**src/rtl/fu_pkg.sv**
```systemverilog
`default_nettype none
// +--------------------------------------------------------------------------+
// | fu_pkg : shared widths and the issue_t record for FU issue arbitration   |
// | Revision: 1.0                                                            |
// +--------------------------------------------------------------------------+
package fu_pkg;

  localparam int INST_ID_BITS = 6;
  localparam int PRN_BITS     = 6;
  localparam int MAX_OPERANDS = 3;

  typedef struct packed {
    logic [INST_ID_BITS-1:0]               inst_id;
    logic [31:0]                           inst;
    logic [MAX_OPERANDS-1:0][63:0]         op;
    logic [MAX_OPERANDS-1:0][PRN_BITS-1:0] out_prn;
    logic [63:0]                           pc;
  } issue_t;

endpackage
`default_nettype wire

```
**src/rtl/rr_arbiter.sv**
```systemverilog
`default_nettype none
// +--------------------------------------------------------------------------+
// | rr_arbiter : round-robin picker; ptr holds last grant, searched last     |
// | Revision: 1.0                                                            |
// +--------------------------------------------------------------------------+
module rr_arbiter #(
  parameter  int N        = 4,
  localparam int IDX_BITS = $clog2(N)
) (
  input  logic                clk,
  input  logic                rst,
  input  logic [N-1:0]        req,
  input  logic                en,
  output logic [N-1:0]        gnt,
  output logic [IDX_BITS-1:0] gnt_idx
);

  logic [IDX_BITS-1:0] ptr_q, ptr_d;
  logic [IDX_BITS-1:0] cand;
  logic                found;

  always_comb begin
    found   = 1'b0;
    gnt_idx = ptr_q;
    cand    = ptr_q;
    for (int k = 1; k <= N; k++) begin
      cand = IDX_BITS'((int'(ptr_q) + k) % N);
      if (!found && req[cand]) begin
        found   = 1'b1;
        gnt_idx = cand;
      end
    end
    gnt = '0;
    if (en && found) gnt[gnt_idx] = 1'b1;
    ptr_d = (en && found) ? gnt_idx : ptr_q;
  end

  // Reset to the last index so requester 0 has first priority.
  always_ff @(posedge clk) begin
    if (rst) ptr_q <= IDX_BITS'(N - 1);
    else     ptr_q <= ptr_d;
  end

endmodule
`default_nettype wire

```
**src/rtl/fu_issue_arbiter.sv**
```systemverilog
`default_nettype none
// +--------------------------------------------------------------------------+
// | fu_issue_arbiter : shares one FU among NUM_REQ requesters with credits   |
// | Revision: 1.0                                                            |
// +--------------------------------------------------------------------------+
module fu_issue_arbiter #(
  parameter  int NUM_REQ        = 4,
  parameter  int INST_ID_BITS   = fu_pkg::INST_ID_BITS,
  parameter  int PRN_BITS       = fu_pkg::PRN_BITS,
  parameter  int MAX_OPERANDS   = fu_pkg::MAX_OPERANDS,
  parameter  int MAX_INFLIGHT   = 4,
  parameter  bit CHECK_PROTOCOL = 1'b1,
  localparam int CNT_BITS       = $clog2(MAX_INFLIGHT + 1)
) (
  input  logic                                             clk,
  input  logic                                             rst,
  input  logic [NUM_REQ-1:0]                               req_valid,
  output logic [NUM_REQ-1:0]                               req_ready,
  input  logic [NUM_REQ-1:0][INST_ID_BITS-1:0]             req_inst_id,
  input  logic [NUM_REQ-1:0][31:0]                         req_inst,
  input  logic [NUM_REQ-1:0][MAX_OPERANDS-1:0][63:0]       req_op,
  input  logic [NUM_REQ-1:0][MAX_OPERANDS-1:0][PRN_BITS-1:0] req_out_prn,
  input  logic [NUM_REQ-1:0][63:0]                         req_pc,
  output logic                                             fu_inst_valid,
  output logic [INST_ID_BITS-1:0]                          fu_inst_id,
  output logic [31:0]                                      fu_inst,
  output logic [MAX_OPERANDS-1:0][63:0]                    fu_op,
  output logic [MAX_OPERANDS-1:0][PRN_BITS-1:0]            fu_out_prn,
  output logic [63:0]                                      fu_pc,
  input  logic                                             fu_out_valid,
  output logic [CNT_BITS-1:0]                              inflight,
  output logic                                             busy
);
  import fu_pkg::*;

  localparam int IDX_BITS = $clog2(NUM_REQ);

  logic [NUM_REQ-1:0]  gnt;
  logic [IDX_BITS-1:0] gnt_idx;
  logic                can_issue;
  logic                grant;
  logic [CNT_BITS-1:0] inflight_q, inflight_d;
  logic                fu_inst_valid_q, fu_inst_valid_d;
  issue_t              issue_q, issue_d;

  assign can_issue = inflight_q < CNT_BITS'(MAX_INFLIGHT);

  rr_arbiter #(.N(NUM_REQ)) u_rr (
    .clk     (clk),
    .rst     (rst),
    .req     (req_valid),
    .en      (can_issue & ~rst),
    .gnt     (gnt),
    .gnt_idx (gnt_idx)
  );

  assign req_ready = gnt;
  assign grant     = |gnt;

  always_comb begin
    issue_d = issue_q;
    if (grant) begin
      issue_d.inst_id = req_inst_id[gnt_idx];
      issue_d.inst    = req_inst[gnt_idx];
      issue_d.op      = req_op[gnt_idx];
      issue_d.out_prn = req_out_prn[gnt_idx];
      issue_d.pc      = req_pc[gnt_idx];
    end
    fu_inst_valid_d = grant;
    // A completion with no credit outstanding is dropped rather than wrapping.
    inflight_d = inflight_q;
    if (grant && !fu_out_valid)
      inflight_d = inflight_q + CNT_BITS'(1);
    else if (!grant && fu_out_valid && inflight_q != '0)
      inflight_d = inflight_q - CNT_BITS'(1);
  end

  always_ff @(posedge clk) begin
    if (rst) begin
      inflight_q      <= '0;
      fu_inst_valid_q <= 1'b0;
      issue_q         <= '0;
    end else begin
      inflight_q      <= inflight_d;
      fu_inst_valid_q <= fu_inst_valid_d;
      issue_q         <= issue_d;
    end
  end

  generate
    if (CHECK_PROTOCOL) begin : g_protocol_check
      always_ff @(posedge clk) begin
        if (!rst) assert (!(fu_out_valid && inflight_q == '0));
      end
    end
  endgenerate

  assign fu_inst_valid = fu_inst_valid_q;
  assign fu_inst_id    = issue_q.inst_id;
  assign fu_inst       = issue_q.inst;
  assign fu_op         = issue_q.op;
  assign fu_out_prn    = issue_q.out_prn;
  assign fu_pc         = issue_q.pc;
  assign inflight      = inflight_q;
  assign busy          = (inflight_q != '0) | fu_inst_valid_q;

endmodule
`default_nettype wire

```
**config.mk**
```make
export PLATFORM = sky130hd
export DESIGN_NAME = fu_issue_arbiter
export DESIGN_NICKNAME = d
export VERILOG_FILES = /design/src/rtl/fu_pkg.sv /design/src/rtl/rr_arbiter.sv /design/src/rtl/fu_issue_arbiter.sv
export SDC_FILE = /design/constraint.sdc
export NUM_CORES = 1
export LEC_CHECK = 0
export CAP_MARGIN = 20
export CORE_AREA = 5 5 605 607
export CTS_BUF_LIST = sky130_fd_sc_hd__clkbuf_8
export CTS_CLUSTER_SIZE = 16
export DETAILED_ROUTE_END_ITERATION = 16
export DIE_AREA = 0 0 610 612
export SLEW_MARGIN = 0
export SYNTH_ARGS = -nofsm -noshare
export SYNTH_HDL_FRONTEND = slang
export SYNTH_SLANG_ARGS = --single-unit
export TNS_END_PERCENT = 50
```
**constraint.sdc**
```tcl
create_clock -name clk -period 3.6 [get_ports clk]
set_clock_uncertainty 0.05 [all_clocks]
set_input_delay 1.08 -clock clk [delete_from_list [all_inputs] [get_ports clk]]
set_output_delay 1.08 -clock clk [all_outputs]
set_load 0.01 [all_outputs]
```
==> results of run 1 <==
==> placed cells by master, fill, tap and decap left out, drive strengths merged, types with 2 or more instances in the layout <==
cell / n
nand2b: 6
clkinv: 9
nor2: 10
bufinv: 2
clkinvlp: 7
a221oi: 2
a211o: 2
dfxtp: 318
clkdlybuf4s50: 1546
dlygate4sd2: 4
nand2: 317
o221ai: 312
o21ai: 3
clkbuf: 95
mux2i: 625
diode: 62
inv: 27
xnor2: 2
buf: 175
a21oi: 3
==> registers in the layout, summed over array words and instances, names as in the netlist <==
signal,count
fu_inst,32
fu_inst_valid,1
fu_inst_id,6
inflight,3
fu_op,192
fu_out_prn,18
fu_pc,64
u_rr.ptr_q,2
==> what timing repair did <==
action | CTS | global route
resized for setup | 23 | 0
setup buffers | 4 | 0
endpoints found under the hold margin | 0 | 0
setup endpoints to repair | 4 | 0
==> through the flow <==
stage	setup slack [ps]	cells	total power, W	instance area (sq um)	utilization [%]
3_3_place_gp	-602.6	8131	0.01490	39940	11.08
2_1_floorplan	169.3	1791	0.008536	17840	-
6_report	85.17	8335	0.01954	41680	11.56
3_5_place_dp	-580.7	8131	0.01492	39940	11.08
5_1_grt	6.297	8301	0.02049	41590	11.54
4_1_cts	15.14	8273	0.02008	41520	11.52
==> cell type report <==
| class | count | area (sq um) | area share, % |
|---|---|---|---|
| Antenna cell | 62 | 155.1 | 0.3722 |
| Clock buffer | 95 | 1308 | 3.137 |
| Clock inverter | 43 | 255.2 | 0.6124 |
| Inverter | 2 | 10.01 | 0.02402 |
| Multi-Input combinational cell | 1295 | 10500 | 25.19 |
| Sequential cell | 318 | 6367 | 15.28 |
| Tap cell | 4794 | 5998 | 14.39 |
| Timing Repair Buffer | 1726 | 17090 | 41.00 |
==> Yosys cell counts, types with 2 or more instances <==
cell / number / area share [%]
mux2i_1: 625 / 35
buf_2: 113 / 3.2
o221ai_1: 312 / 15
dfxtp_1: 318 / 36
nor2_1: 10 / 0.21
nand2_1: 317 / 6.7
buf_6: 2 / 0.13
inv_1: 2 / 0.042
a21oi_1: 3 / 0.084
o21ai_1: 2 / 0.056
buf_4: 44 / 1.9
buf_8: 3 / 0.25
a211o_1: 2 / 0.098
nand2b_1: 6 / 0.21
clkbuf_1: 14 / 0.29
xnor2_1: 2 / 0.098
==> metal layers <==
metal / vias up / share of wire, % / wire length [um] / track usage (%)
li1: 10260 / - / - / -
met1: 11160 / 37 / 100900 / 15.23
met2: 1791 / 46 / 122600 / 22.16
met3: 705 / 12 / 33320 / 7.293
met4: 152 / 4.2 / 11210 / 4.521
met5: - / 0.39 / 1045 / 0
==> power breakdown <==
part / total (W) / leakage (nW) / switching, W / internal, W
Combinational: 0.00963 / 11.9 / 0.00510 / 0.00453
Sequential: 0.00504 / 2.64 / 0.000612 / 0.00443
Clock: 0.00487 / 0.881 / 0.00234 / 0.00252
==> logic make-up (layout without fill, tap and decap cells) <==
family	count (synthesis)	after routing
adders and majority gates	1	1
and+or+nand+nor	339	339
AOI/OAI and AO/OA	328	328
muxes	625	625
buffers and inverters	178	1866
other	0	62
DFF	318	318
xor gates and xnor gates	2	2
==> how the worst min path moves through the flow <==
stage,startpoint,to,slack (ps),cells after the start
2_1_floorplan,fu_op[20],fu_op[20],450,2
3_3_place_gp,fu_op[191],fu_op[191],390,2
3_5_place_dp,fu_inst[22],fu_inst[22],400,2
4_1_cts,fu_op[13],fu_op[13],410,2
5_1_grt,fu_inst[8],fu_inst[8],420,2
6_report,fu_op[62],fu_op[62],410,2
==> tightest hold or removal path: stages (launching register included) <==
cell and delay [ps]:
dfxtp_1 320, nand2_1 50, o221ai_1 50
==> results.toml, run 1 <==
[outcome]
status = "complete, no violations"

[finish]
final_nets = 4680
drive_gt1_share_pct = 8.566
syn_to_final_growth_pct = 133.6
fillers = 41590

[timing]
maxSlewViolCount = 0
post-route-period-util_pct = 97.63
setup_violations = 0
rsz0062_at_grt = "no"
slew-limit-headroom_pct = 40.05
worst_pin_slew_ps = 896.5
finalHoldViolations = 0
tns_ps = 0
fmax_ghz = 0.2845
hold_ws_ps = 411.0
finalCriticalPeriod_ps = 3515

[floorplan]
ios = 1576
row_count = 221
die_y_um = 612
dieArea_sq_mm = 0.3733
die_w_um = 610
start_util_pct = 4.949
core_sq_mm = 0.3606

[critical_path]
timing.rr.start = "u_rr.ptr_q[0]"
cpMaxStageDelayCell = "a221oi_4"
cp.buffers_inverters = 6
critPathKind = "primary input to primary output"
crit_family = "buffers and inverters"
critPathRequiredTime_ps = 2470
crit_path_end = "req_ready[3]"
cp-start-kind = "primary input"
arrival_ps = 2380
cpMostUsedCell = "buf_4"
slowest_delay_ps = 300
startpoint = "req_valid[1]"
r2r_slack_ps = 550
worst-path-max-fanout = 3
crit_cells = 9
path_cells = "dlygate4sd2_1, buf_4, inv_1, o21ai_1, buf_4, a221oi_4, buf_4, nor2_1, buf_2"
crit_path_end_kind = "primary output"
r2r_end = "fu_op[154]"
r2r_cells = 11

[synth]
yosysWarnings = 0
synth-adder-area-share_pct = 0.1122
synth-edff-count = 0
synth-simple-area-share_pct = 7.334
yosysSeqAreaShare_pct = 35.68
synth_compound_area_share_pct = 15.99
syn_nets = 3047
synthMuxAreaShare_pct = 35.06
ys_ff_latch = 318
synth_top_family_by_area = "multiplexers"
syn_inst = 1791
synthArstFlopShare_pct = 0
synthFlopType = "dfxtp_1"
synth_xor_area_share_pct = 0.09816
syn_area_sq_mm = 0.01784
synth_cell_type_count = 32
avgSynthCellArea_sq_um = 9.963

[clock_network]
numCtsBuffers = 81
hold_buffers = 0
cts-root-buf = "clkbuf_8"
clkTransAtPathRegs_ps = 50
htreeDepth = 3
clockBufferDepth = 4
clk_latency_ps = 820
cts_tree = "done"
clock_sinks = 318

[power_and_ir_drop]
p_per_area_mw_per_mm2 = 468.9
ir_drop_v = 0.0002194
p_leak_nw = 15.41

[global_routing]
grt_start_max_net_pins = 112
grt_first_pass_wirelength_mm = 316.8
grt_overflow = 0
antenna_found_initial = 334
grt_usage_pct = 13.65
grt_pass1_vias = 22980

[placed_design]
dpl.hpwl_mm = 243.4
io_buffers = 1575
gp_congestion = 0.9250

[route]
detail_route.first_pass.iterations = 6
dr.first_iter.drc_count = 1990
wirelength_mm = 269.0
wl_per_cell_um = 32.28
drc = 0
via_per_inst = 2.887
vias = 24070
ant_nets = 0

[job]
cap_violations = 0

[worst_hold_path]
hold_class = "flop to flop"
Note: power is estimated with default switching activity, not from simulation.
==> inputs of run 2 (changes only) <==
--- a/config.mk
+++ b/config.mk
@@ -6,10 +6,11 @@
 export NUM_CORES = 1
 export LEC_CHECK = 0
+export ABC_AREA = 1
 export CAP_MARGIN = 20
-export CORE_AREA = 5 5 605 607
+export CORE_AREA = 5 5 615 617
 export CTS_BUF_LIST = sky130_fd_sc_hd__clkbuf_8
 export CTS_CLUSTER_SIZE = 16
 export DETAILED_ROUTE_END_ITERATION = 16
-export DIE_AREA = 0 0 610 612
+export DIE_AREA = 0 0 620 622
 export SLEW_MARGIN = 0
 export SYNTH_ARGS = -nofsm -noshare
==> constraint.sdc (replaced) <==
create_clock -name clk -period 3.6 [get_ports clk]
set_clock_uncertainty 0.05 [all_clocks]
set_input_delay 0.36 -clock clk [delete_from_list [all_inputs] [get_ports clk]]
set_output_delay 0.36 -clock clk [all_outputs]
set_load 0.01 [all_outputs]
==> run 2 against run 1 <==
Maximum frequency rose by 4.3%. Synthesized cell count grew to 2.9 times the previous value. Power rose to 3.1 times the previous value. Critical path depth rose by 5. Clock power grew 16%.
==> results.toml, run 2 <==
[synth]
ys_top_cells_by_count = "nand3_1, inv_1, nor2_1, nand2_1, dfxtp_1"
synthTopCellsByArea = "nand3_1, dfxtp_1, inv_1"
syn_area_sq_mm = 0.02902
synth_most_common_cell = "nand3_1"
yosysWarnings = 0
synth_cell_type_count = 24
synthFlopType = "dfxtp_1"
syn_inst = 5239
yosysSeqAreaShare_pct = 21.94
ys_ff_latch = 318
synth_top_area_share_pct = 32.61
synthArstFlopShare_pct = 0
avgSynthCellArea_sq_um = 5.539
synth_top_cell_by_area = "nand3_1"
syn_nets = 6495
synth-edff-count = 0

[route]
via_per_inst = 3.532
wirelength_mm = 319.1
vias = 41810
drc = 0
ant_nets = 0
dr.first_iter.drc_count = 3469
wl_per_cell_um = 26.95
detail_route.first_pass.iterations = 8

[finish]
syn_to_final_growth_pct = 84.95
largest_reg_flops = 192
multiInputGateArea_sq_mm = 0.01585
fillers = 43230
seq_area_sq_mm = 0.006374
fin_area_sq_mm = 0.05367
layout_commonest_cell = "nand3_1"
layout_common_cells = "nand3_1, clkdlybuf4s50_1, inv_1"
drive_gt1_share_pct = 6.185
final_nets = 7954

[floorplan]
row_count = 224
die_y_um = 622
ios = 1576
dieArea_sq_mm = 0.3856
start_util_pct = 7.814
core_sq_mm = 0.3714
die_w_um = 620

[timing]
worst_pin_slew_ps = 1071
setup_violations = 0
fmax_ghz = 0.2969
slew-limit-headroom_pct = 28.59
hold_ws_ps = 194.0
finalHoldViolations = 0
finalCriticalPeriod_ps = 3368
rsz0062_at_grt = "yes"
tns_ps = 0
maxSlewViolCount = 0
post-route-period-util_pct = 93.57

[placed_design]
dpl.hpwl_mm = 274.0
gp_congestion = 0.9572
io_buffers = 1575
placed_cell_area_sq_mm = 0.05137

[critical_path]
crit_path_end_kind = "primary output"
r2r_end = "fu_pc[46]"
critPathRequiredTime_ps = 3190
worst-path-max-fanout = 8
r2r_cells = 14
r2r_slack_ps = 620
path_cells = "inv_6, nand2_1, nand2_2, nand2_2, nand2_4, buf_4, inv_2, nand3_4, buf_4, nand2_8, nand3_4, nor2_4, buf_4, clkdlybuf4s15_2"
cp-start-kind = "flop"
cpMostUsedCell = "buf_4"
timing.rr.start = "u_rr.ptr_q[0]"
arrival_ps = 2960
cpMaxStageDelayCell = "dfxtp_4"
critPathKind = "flop to primary output"
slowest_delay_ps = 410

[global_routing]
grt_usage_pct = 15.71
grt_overflow = 0
grt_first_pass_wirelength_mm = 401.7
grt_start_max_net_pins = 134
antenna_found_initial = 284
grt_pass1_vias = 39160

[clock_network]
clkTransAtPathRegs_ps = 60
clk_latency_ps = 890
cts_tree = "done"
htreeDepth = 3
numCtsBuffers = 86
clock_sinks = 318
clockBufferDepth = 4
cts-root-buf = "clkbuf_8"

[worst_hold_path]
hold_class = "primary input to flop"
min_path_cells = 6
whs_endpoint = "fu_pc[13]"
hp-start = "req_pc[13]"

[power_and_ir_drop]
p_leak_nw = 25.36
ir_drop_v = 0.0006734
p_per_area_mw_per_mm2 = 1123

[outcome]
status = "complete, no violations"

[job]
cap_violations = 0
## run 2: cell count changes in the layout (fill, tap and decap cells not counted), moves of 39 or more
cell | previous run | this run
nor2_1 | 10 | 628
inv_1 | 26 | 1278
mux2i_1 | 625 | 0
nand3b_1 | 0 | 312
o221ai_1 | 312 | 0
buf_12 | 21 | 60
nand3_1 | 0 | 1887
diode_2 | 62 | 107
## run 2: layer usage
metal / GRT usage [%] / vias to the layer above / routed length, um
met5: 0 / - / 919
met2: 26.38 / 2162 / 149300
met4: 5.602 / 136 / 13440
met3: 6.872 / 699 / 35030
li1: - / 19370 / -
met1: 17.54 / 19440 / 120400
## run 2: area by class of cell
cell class	instances	share of cell area, %
antenna	107	0.4989
clock buffer	101	2.590
clock inverter	47	0.8183
inverter	1260	8.845
multi-input combinational	3210	29.53
sequential	318	11.88
timing repair buffer	1822	34.25
tap	4972	11.59
## run 2: how the worst max path moves through the flow
stage / from / to / slack [ps] / cells after the start
after floorplan: u_rr.ptr_q[1] / req_ready[1] / 1380 / 14
after global placement: req_valid[0] / req_ready[2] / -740 / 15
after detailed placement: req_valid[0] / req_ready[0] / -510 / 15
after CTS: u_rr.ptr_q[0] / req_ready[3] / -40 / 15
after global routing: u_rr.ptr_q[0] / req_ready[3] / -20 / 13
final: u_rr.ptr_q[0] / req_ready[3] / 230 / 14
## run 2: repair_timing
action                                 CTS  global route
hold buffers                             1             0
resized for setup                       48             5
setup buffers                            8             1
pin swaps                                8             7
endpoints found under the hold margin   25             0
setup endpoints to repair                4             4
## run 2: critical path, delay by kind of cell, from the launching register on
family                 cells  cell delay, ps
flip-flops                 1             410
buffers and inverters      6             780
AND/OR/NAND/NOR            8             860
## run 2: power by group
part           internal (W)  total (W)  switching, W
registers           0.00486    0.00576      0.000897
logic                0.0167     0.0489        0.0322
clock network       0.00311    0.00564       0.00252
total                0.0247     0.0603        0.0356
## run 2: cells by family (layout without fill, tap and decap cells)
logic type,after synthesis,count (layout),share of synthesized area [%]
flops,318,318,21.94
simple gates,3201,3201,53.80
buf+inv,1711,3230,24.03
fa+ha+maj,1,1,0.06899
compound gates,8,8,0.1638
other cells,0,107,0
## run 2: per-stage QoR
stage / setup slack, ps / util [%] / total power [W] / std cells
after floorplan: 1383 / - / 0.03161 / 5239
after global placement: -737.3 / 13.83 / 0.05516 / 11570
after detailed placement: -508.2 / 13.83 / 0.05510 / 11570
after CTS: -44.05 / 14.38 / 0.06155 / 11730
after global routing: -22.56 / 14.41 / 0.06522 / 11780
final: 231.5 / 14.45 / 0.06028 / 11840
